File: config.mk
export PLATFORM = sky130hd
export DESIGN_NAME = cordic_sin_0_90
export DESIGN_NICKNAME = d
export VERILOG_FILES = /design/src/rtl/cordic_sin_0_90.sv
export SDC_FILE = /design/constraint.sdc
export NUM_CORES = 2
export LEC_CHECK = 0
export CORE_MARGIN = 3
export CORE_UTILIZATION = 62
export CTS_BUF_LIST = sky130_fd_sc_hd__clkbuf_8
export CTS_CLUSTER_SIZE = 8
export DETAILED_ROUTE_END_ITERATION = 12
export PLACE_DENSITY_LB_ADDON = 0.15
export SETUP_SLACK_MARGIN = 0.5
export SYNTH_ARGS = -nofsm -noshare
export SYNTH_HDL_FRONTEND = slang
export SYNTH_SLANG_ARGS = --single-unit
File: constraint.sdc
create_clock -name CLK -period 10.3 [get_ports CLK]
set_input_delay 1.03 -clock CLK [delete_from_list [all_inputs] [get_ports CLK]]
set_output_delay 1.03 -clock CLK [all_outputs]
set_load 0.02 [all_outputs]
File: src/rtl/cordic_sin_0_90.sv
// First-quadrant CORDIC sine: 7-bit phase address (0..64 => 0..pi/2) to 7-bit magnitude (64 = 1.0).
// Nine register stages: angle setup, seven 2-iteration rotation stages (14 iterations), round/saturate.
module cordic_sin_0_90 (
  input  logic       CLK,
  input  logic       RESET,
  input  logic [6:0] address,
  output logic [6:0] value
);

  // x/y/z carry 24 fractional bits. The extra fraction bits keep the accumulated
  // truncation error far below the tightest rounding margin (address 16 lands
  // about 0.008 LSB away from a half-step).
  localparam int XW = 28;
  localparam int ZW = 27;
  localparam int FB = 24;
  localparam int ITERS_PER_STAGE = 2;
  localparam int ROT_REGS = 7;

  localparam logic signed [XW-1:0] GAIN_INV   = 28'sd10188014;  // 0.607252935 * 2^24
  localparam logic signed [ZW-1:0] ANGLE_STEP = 27'sd411775;    // pi/128 * 2^24
  localparam logic signed [XW-1:0] ROUND_HALF = 28'sd131072;    // 2^(FB-7)
  localparam logic signed [XW-1:0] OUT_MAX    = 28'sd64;

  typedef struct packed {
    logic signed [XW-1:0] x;
    logic signed [XW-1:0] y;
    logic signed [ZW-1:0] z;
  } cs_t;

  // atan(2^-i) * 2^24, rounded to nearest
  function automatic logic signed [ZW-1:0] atan_lut(input int i);
    case (i)
      0:       atan_lut = 27'sd13176795;
      1:       atan_lut = 27'sd7778716;
      2:       atan_lut = 27'sd4110060;
      3:       atan_lut = 27'sd2086331;
      4:       atan_lut = 27'sd1047214;
      5:       atan_lut = 27'sd524117;
      6:       atan_lut = 27'sd262123;
      7:       atan_lut = 27'sd131069;
      8:       atan_lut = 27'sd65536;
      9:       atan_lut = 27'sd32768;
      10:      atan_lut = 27'sd16384;
      11:      atan_lut = 27'sd8192;
      12:      atan_lut = 27'sd4096;
      13:      atan_lut = 27'sd2048;
      default: atan_lut = '0;
    endcase
  endfunction

  function automatic cs_t rotate(input cs_t a, input int i);
    cs_t r;
    logic signed [XW-1:0] xs;
    logic signed [XW-1:0] ys;
    xs = $signed(a.x) >>> i;
    ys = $signed(a.y) >>> i;
    if (a.z[ZW-1]) begin
      r.x = a.x + ys;
      r.y = a.y - xs;
      r.z = a.z + atan_lut(i);
    end else begin
      r.x = a.x - ys;
      r.y = a.y + xs;
      r.z = a.z - atan_lut(i);
    end
    return r;
  endfunction

  function automatic cs_t rotate2(input cs_t a, input int i);
    return rotate(rotate(a, i), i + 1);
  endfunction

  // The final rotation stage only needs to hand y onward.
  function automatic logic signed [XW-1:0] rotate2_y(input cs_t a, input int i);
    cs_t r;
    r = rotate2(a, i);
    return r.y;
  endfunction

  logic [6:0]           addr_clamped;
  logic signed [ZW-1:0] angle;
  cs_t                  pipe_q [ROT_REGS];
  logic signed [XW-1:0] y_last_q;
  logic signed [XW-1:0] y_rounded;
  logic [6:0]           value_next;

  always_comb begin
    addr_clamped = (address > 7'd64) ? 7'd64 : address;
    angle        = $signed({20'd0, addr_clamped}) * ANGLE_STEP;
  end

  always_comb begin
    y_rounded  = (y_last_q + ROUND_HALF) >>> (FB - 6);
    value_next = '0;
    if (y_rounded < 0) begin
      value_next = '0;
    end else if (y_rounded > OUT_MAX) begin
      value_next = 7'd64;
    end else begin
      value_next = y_rounded[6:0];
    end
  end

  // pipe_q[0] is the angle-setup stage; pipe_q[1..6] hold iterations 0..11,
  // y_last_q holds iterations 12..13, value is the round/saturate stage.
  always_ff @(posedge CLK) begin
    if (RESET) begin
      for (int s = 0; s < ROT_REGS; s++) begin
        pipe_q[s] <= '0;
      end
      y_last_q <= '0;
      value    <= '0;
    end else begin
      pipe_q[0] <= '{x: GAIN_INV, y: '0, z: angle};
      for (int s = 1; s < ROT_REGS; s++) begin
        pipe_q[s] <= rotate2(pipe_q[s-1], ITERS_PER_STAGE * (s - 1));
      end
      y_last_q <= rotate2_y(pipe_q[ROT_REGS-1], ITERS_PER_STAGE * (ROT_REGS - 1));
      value    <= value_next;
    end
  end

endmodule

Yosys cells after proc, flatten, opt, wreduce, memory -nomap -nowiden. Memory sizes are Yosys's and may differ from the RTL's. Index checks and enable logic that the tools add are counted.

Output and inout port bits: 7. Memories: 1. Logic and storage cells: 194. Bits of input ports: 9. Register bits after elaboration: 35. Bits in writable memories: 581.

Memory list: pipe_q (words 7, bits a word 83, rd ports 7, clocked after memory_dff 0, write ports 7, line 82) `cs_t pipe_q [ROT_REGS];`.

Multiply operators: 1. Bitwise gates (word level): 7. Mux-type cells: 95. Add/subtract/negate cells: 82. Order comparisons: 3. Reductions and logical operators: 2.

Operators by type and width (number): 2-to-1 mux 83 bit (33); 2-to-1 mux 27 bit (56); adder 27 bit (14); subtractor 27 bit (14); adder 28 x 16 -> 28 bit (2); adder 28 x 17 -> 28 bit (2); adder 28 x 18 -> 28 bit (2); adder 28 x 19 -> 28 bit (2); adder 28 x 20 -> 28 bit (2); adder 28 x 21 -> 28 bit (2); adder 28 x 22 -> 28 bit (2); adder 28 x 23 -> 28 bit (2); adder 28 x 24 -> 28 bit (2); adder 28 x 25 -> 28 bit (2); adder 28 x 26 -> 28 bit (2); adder 28 x 27 -> 28 bit (2); subtractor 28 x 16 -> 28 bit (2); subtractor 28 x 17 -> 28 bit (2); subtractor 28 x 18 -> 28 bit (2); subtractor 28 x 19 -> 28 bit (2); subtractor 28 x 20 -> 28 bit (2); subtractor 28 x 21 -> 28 bit (2); subtractor 28 x 22 -> 28 bit (2); subtractor 28 x 23 -> 28 bit (2); other kinds (19) (33).

Logic depth before layout (Yosys ltp). An unclocked memory read counts as a cell.

Depth in word-level cells: 12. Depth in mapped cells: 35. Depth with buffers taken out: 35.

Worst setup path before layout. OpenSTA, ideal clock, no wires.

Kind: register -> register. From: memory pipe_q[2][26] in the netlist's numbering. To: memory pipe_q[3][82] in the netlist's numbering. Cell stages (with the launch flop): 30. Data required time: 10.230 ns. Setup slack: 2.736 ns. Arrival time: 7.493 ns. Buffers on the path: 3. Period minus slack after synthesis: 7.564 ns. Setup time: 0.070 ns. Cell sequence: dfxtp_1 -> clkbuf_1 -> clkinv_1 -> ha_1 -> a21oi_1 -> o21ai_1 -> a2111oi_0 -> nor2_1 -> o31ai_2 -> a21oi_1 -> a211o_1 -> or3_1 -> a41o_1 -> clkbuf_1 -> inv_2 -> buf_1 -> a21oi_1 -> xor2_1 -> ha_1 -> o21a_1 -> a2111o_1 -> a311oi_1 -> o31ai_1 -> a21oi_1 -> a21oi_1 -> a211oi_1 -> a21oi_1 -> xor2_1 -> or4_1 -> a21oi_1.

RTL lines (line): start: declaration (82).

==> key figures <==
Run status
  • Status: completed

Clock network
  • Clock Tree Root: clkbuf_8
  • Clk sinks: 460
  • Number of gates resized after cts: 0
  • Post-CTS Setup Repair Bufs: 0
  • H-Tree Depth: 3
  • CTS Buffer Depth: 3
  • CTS tree: done
  • Number of CTS-inserted buffers: 84
  • Clk slew on worst S/H paths: 70 ps
  • # hold bufs at CTS: 0
  • Worst-Skew Late Latency: 760 ps

Finish
  • FF/Latch Area: 0.00921 mm²
  • Post-route cell area: 0.0660 mm²
  • FILL cells: 9,007
  • Layout cells sized above 1: 3.97%
  • Multi-input logic area: 0.0511 mm²
  • Final nets: 9,262
  • Layout area overhead: 5.18%

Logic synthesis
  • Seq cells post-synth: 460
  • Cell variety after synth: 111
  • Syn Std Cell Area: 0.0627 mm²
  • Post-synth top area share: 18.9%
  • Most common cell in the netlist: nor2_1
  • Share of flip-flops with an asynchronous set or reset: 0%
  • Ys flop type: dfxtp_1
  • Cells after Synth: 8,285
  • Leading post-synthesis cells by cell area: ha_1, dfxtp_1, xnor2_1
  • Number of synthesized flops with an enable pin: 0
  • Syn Area/Cell: 7.57 µm²
  • Most frequent cells after synthesis: nor2_1, ha_1, a21oi_1
  • Sequential fraction of the synthesis area: 14.7%
  • Largest area contributor in the netlist: ha_1
  • Yosys warns: 0

GRT
  • First-pass GRT wire length: 279,000 µm
  • Vias in the first global route: 55,163
  • Largest net degree at the start of global routing: 187
  • Initial antenna violation count: 6
  • GRT overflow: 0
  • GRT Total Usage: 32.0%

STA
  • Clock skew: 69.1 ps
  • Slew Limit Fails: 0
  • Setup_tns: 0 ps
  • Final Hold Fails: 0
  • Worst hold margin: 449 ps
  • Final setup viols: 0
  • Final period util: 84.6%
  • Slew @ Worst Pin: 1210 ps
  • Max Fclk: 0.115 GHz
  • Setup ws final: 1590 ps
  • Fin crit period: 8710 ps
  • Slew headroom: 18.7%
  • RSZ-0062 raised after global routing: false

Die
  • Die Area: 0.105 mm²
  • Die Width: 324 µm
  • Die Y: 324 µm
  • Core ar.: 0.100 mm²
  • Io pins: 16
  • Initial Util: 62.6%
  • Row count: 116

Critical path
  • Worst Setup End Kind: flip-flop
  • Worst path slowest cell: nor4bb_1
  • Crit path DAT: 9330 ps
  • Critical path class: reg2reg
  • Critical Path RT: 10,910 ps
  • Critical path peak fanout: 7
  • Cell mode on critical path: a31oi_1
  • Worst setup SP type: flip-flop
  • Crit-path max cell delay: 770 ps

Routing
  • DRT iter0 DRCs: 4,507
  • Vias per cell: 6.20
  • Final WL: 173,000 µm
  • Post-DRT Antenna Nets: 0
  • Number of remaining DRC errors: 0
  • Vias: 59,932
  • Avg WL per Cell: 17.9 µm
  • First-pass DRT Iterations: 8

Placed design
  • Worst slack, placed: 1870 ps
  • Placer's final routability congestion estimate: 0.975
  • # port buffers: 15
  • Dpl cell area: 0.0642 mm²
  • Post-DP HPWL: 141,000 µm

Hold path
  • HP Class: reg2reg

Flow run
  • Max_cap viols: 0
## kinds of logic after synthesis
family                     count (synthesis)  synth area share [%]
AOI/OAI and AO/OA                       2395                  24.5
xor gates and xnor gates                 999                  14.1
adders and majority gates                998                  20.5
buffers and inverters                    649                  3.92
DFF                                      460                  14.7
muxes                                     71                  1.21
other                                      1               0.00598
and+or+nand+nor                         2712                  21.0
## final cells by class
class / count / share of cell area (%)
diodes: 2 / 0.00758
repair buffers: 45 / 0.595
flip-flops and latches: 460 / 14.0
inverters: 487 / 2.77
clock inverters: 43 / 0.557
multi-input cells: 7177 / 77.4
well taps: 1357 / 2.57
clock buffers: 102 / 2.13
## registers in the layout, summed over array words and instances, names as in the netlist
| name | flops |
|---|---|
| pipe_q | 442 |
| value | 7 |
| y_last_q | 11 |
## cell usage in the layout, fill, tap and decap left out, drive strengths merged, types with 31 or more instances in the layout
| master | count |
|---|---|
| nor3b | 35 |
| a21o | 246 |
| dfxtp | 460 |
| nor3 | 302 |
| o21a | 133 |
| o31ai | 76 |
| inv | 507 |
| or3 | 91 |
| a21oi | 756 |
| mux2 | 37 |
| mux2i | 34 |
| ha | 946 |
| o21ai | 485 |
| a31oi | 95 |
| fa | 52 |
| o41ai | 36 |
| o21bai | 74 |
| and2 | 73 |
| nand4 | 59 |
| and3 | 80 |
| a21boi | 48 |
| clkbuf | 102 |
| xor2 | 393 |
| or2 | 51 |
| nor2 | 962 |
| nand2b | 122 |
| a211oi | 97 |
| nand2 | 473 |
| nor2b | 138 |
| o211ai | 56 |
| nand3 | 165 |
| buf | 31 |
| xnor2 | 600 |
| nor4 | 56 |
## layer usage
metal  GRT usage [%]  up-vias  part of all wire [%]
li1                -    29866                     -
met1            42.8    27981                    45
met2            53.5     1745                    45
met3            4.38      336                   6.3
met4            9.64        4                   3.0
met5               0        -                 0.015
## path summary, 6_finish.rpt
check	endpoint	cells past startpoint	startpoint	slack [ps]
worst max-delay path	y_last_q[27]$_SDFF_PP0_	30	pipe_q[6][41]$_SDFF_PP0_	1590
worst min-delay path	pipe_q[1][0]$_SDFF_PP0_	1	pipe_q[0][0]$_SDFF_PP0_	450
worst max register to register	y_last_q[27]$_SDFF_PP0_	30	pipe_q[6][41]$_SDFF_PP0_	1590
worst min register to register	pipe_q[1][0]$_SDFF_PP0_	1	pipe_q[0][0]$_SDFF_PP0_	450
## worst max-delay path: cells and delay by family, from the launching register on
kind	cells	cell delay (ps)
AND/OR/NAND/NOR	13	3300
XOR/XNOR	3	510
adder cells (fa/ha/maj)	2	820
AO/OA/AOI/OAI	12	3590
flip-flops	1	350
## metrics by stage
| step | util [%] | std cells |
|---|---|---|
| finish | 65.8 | 9673 |
| global route | 65.8 | 9673 |
| CTS | 65.8 | 9671 |
| detailed placement | 64.0 | 9526 |
| global placement | 64.0 | 9526 |
| floorplan | - | 8286 |
Power is not shown: default switching activity piles up to over one toggle a cycle in this logic, so the estimate is an artifact.
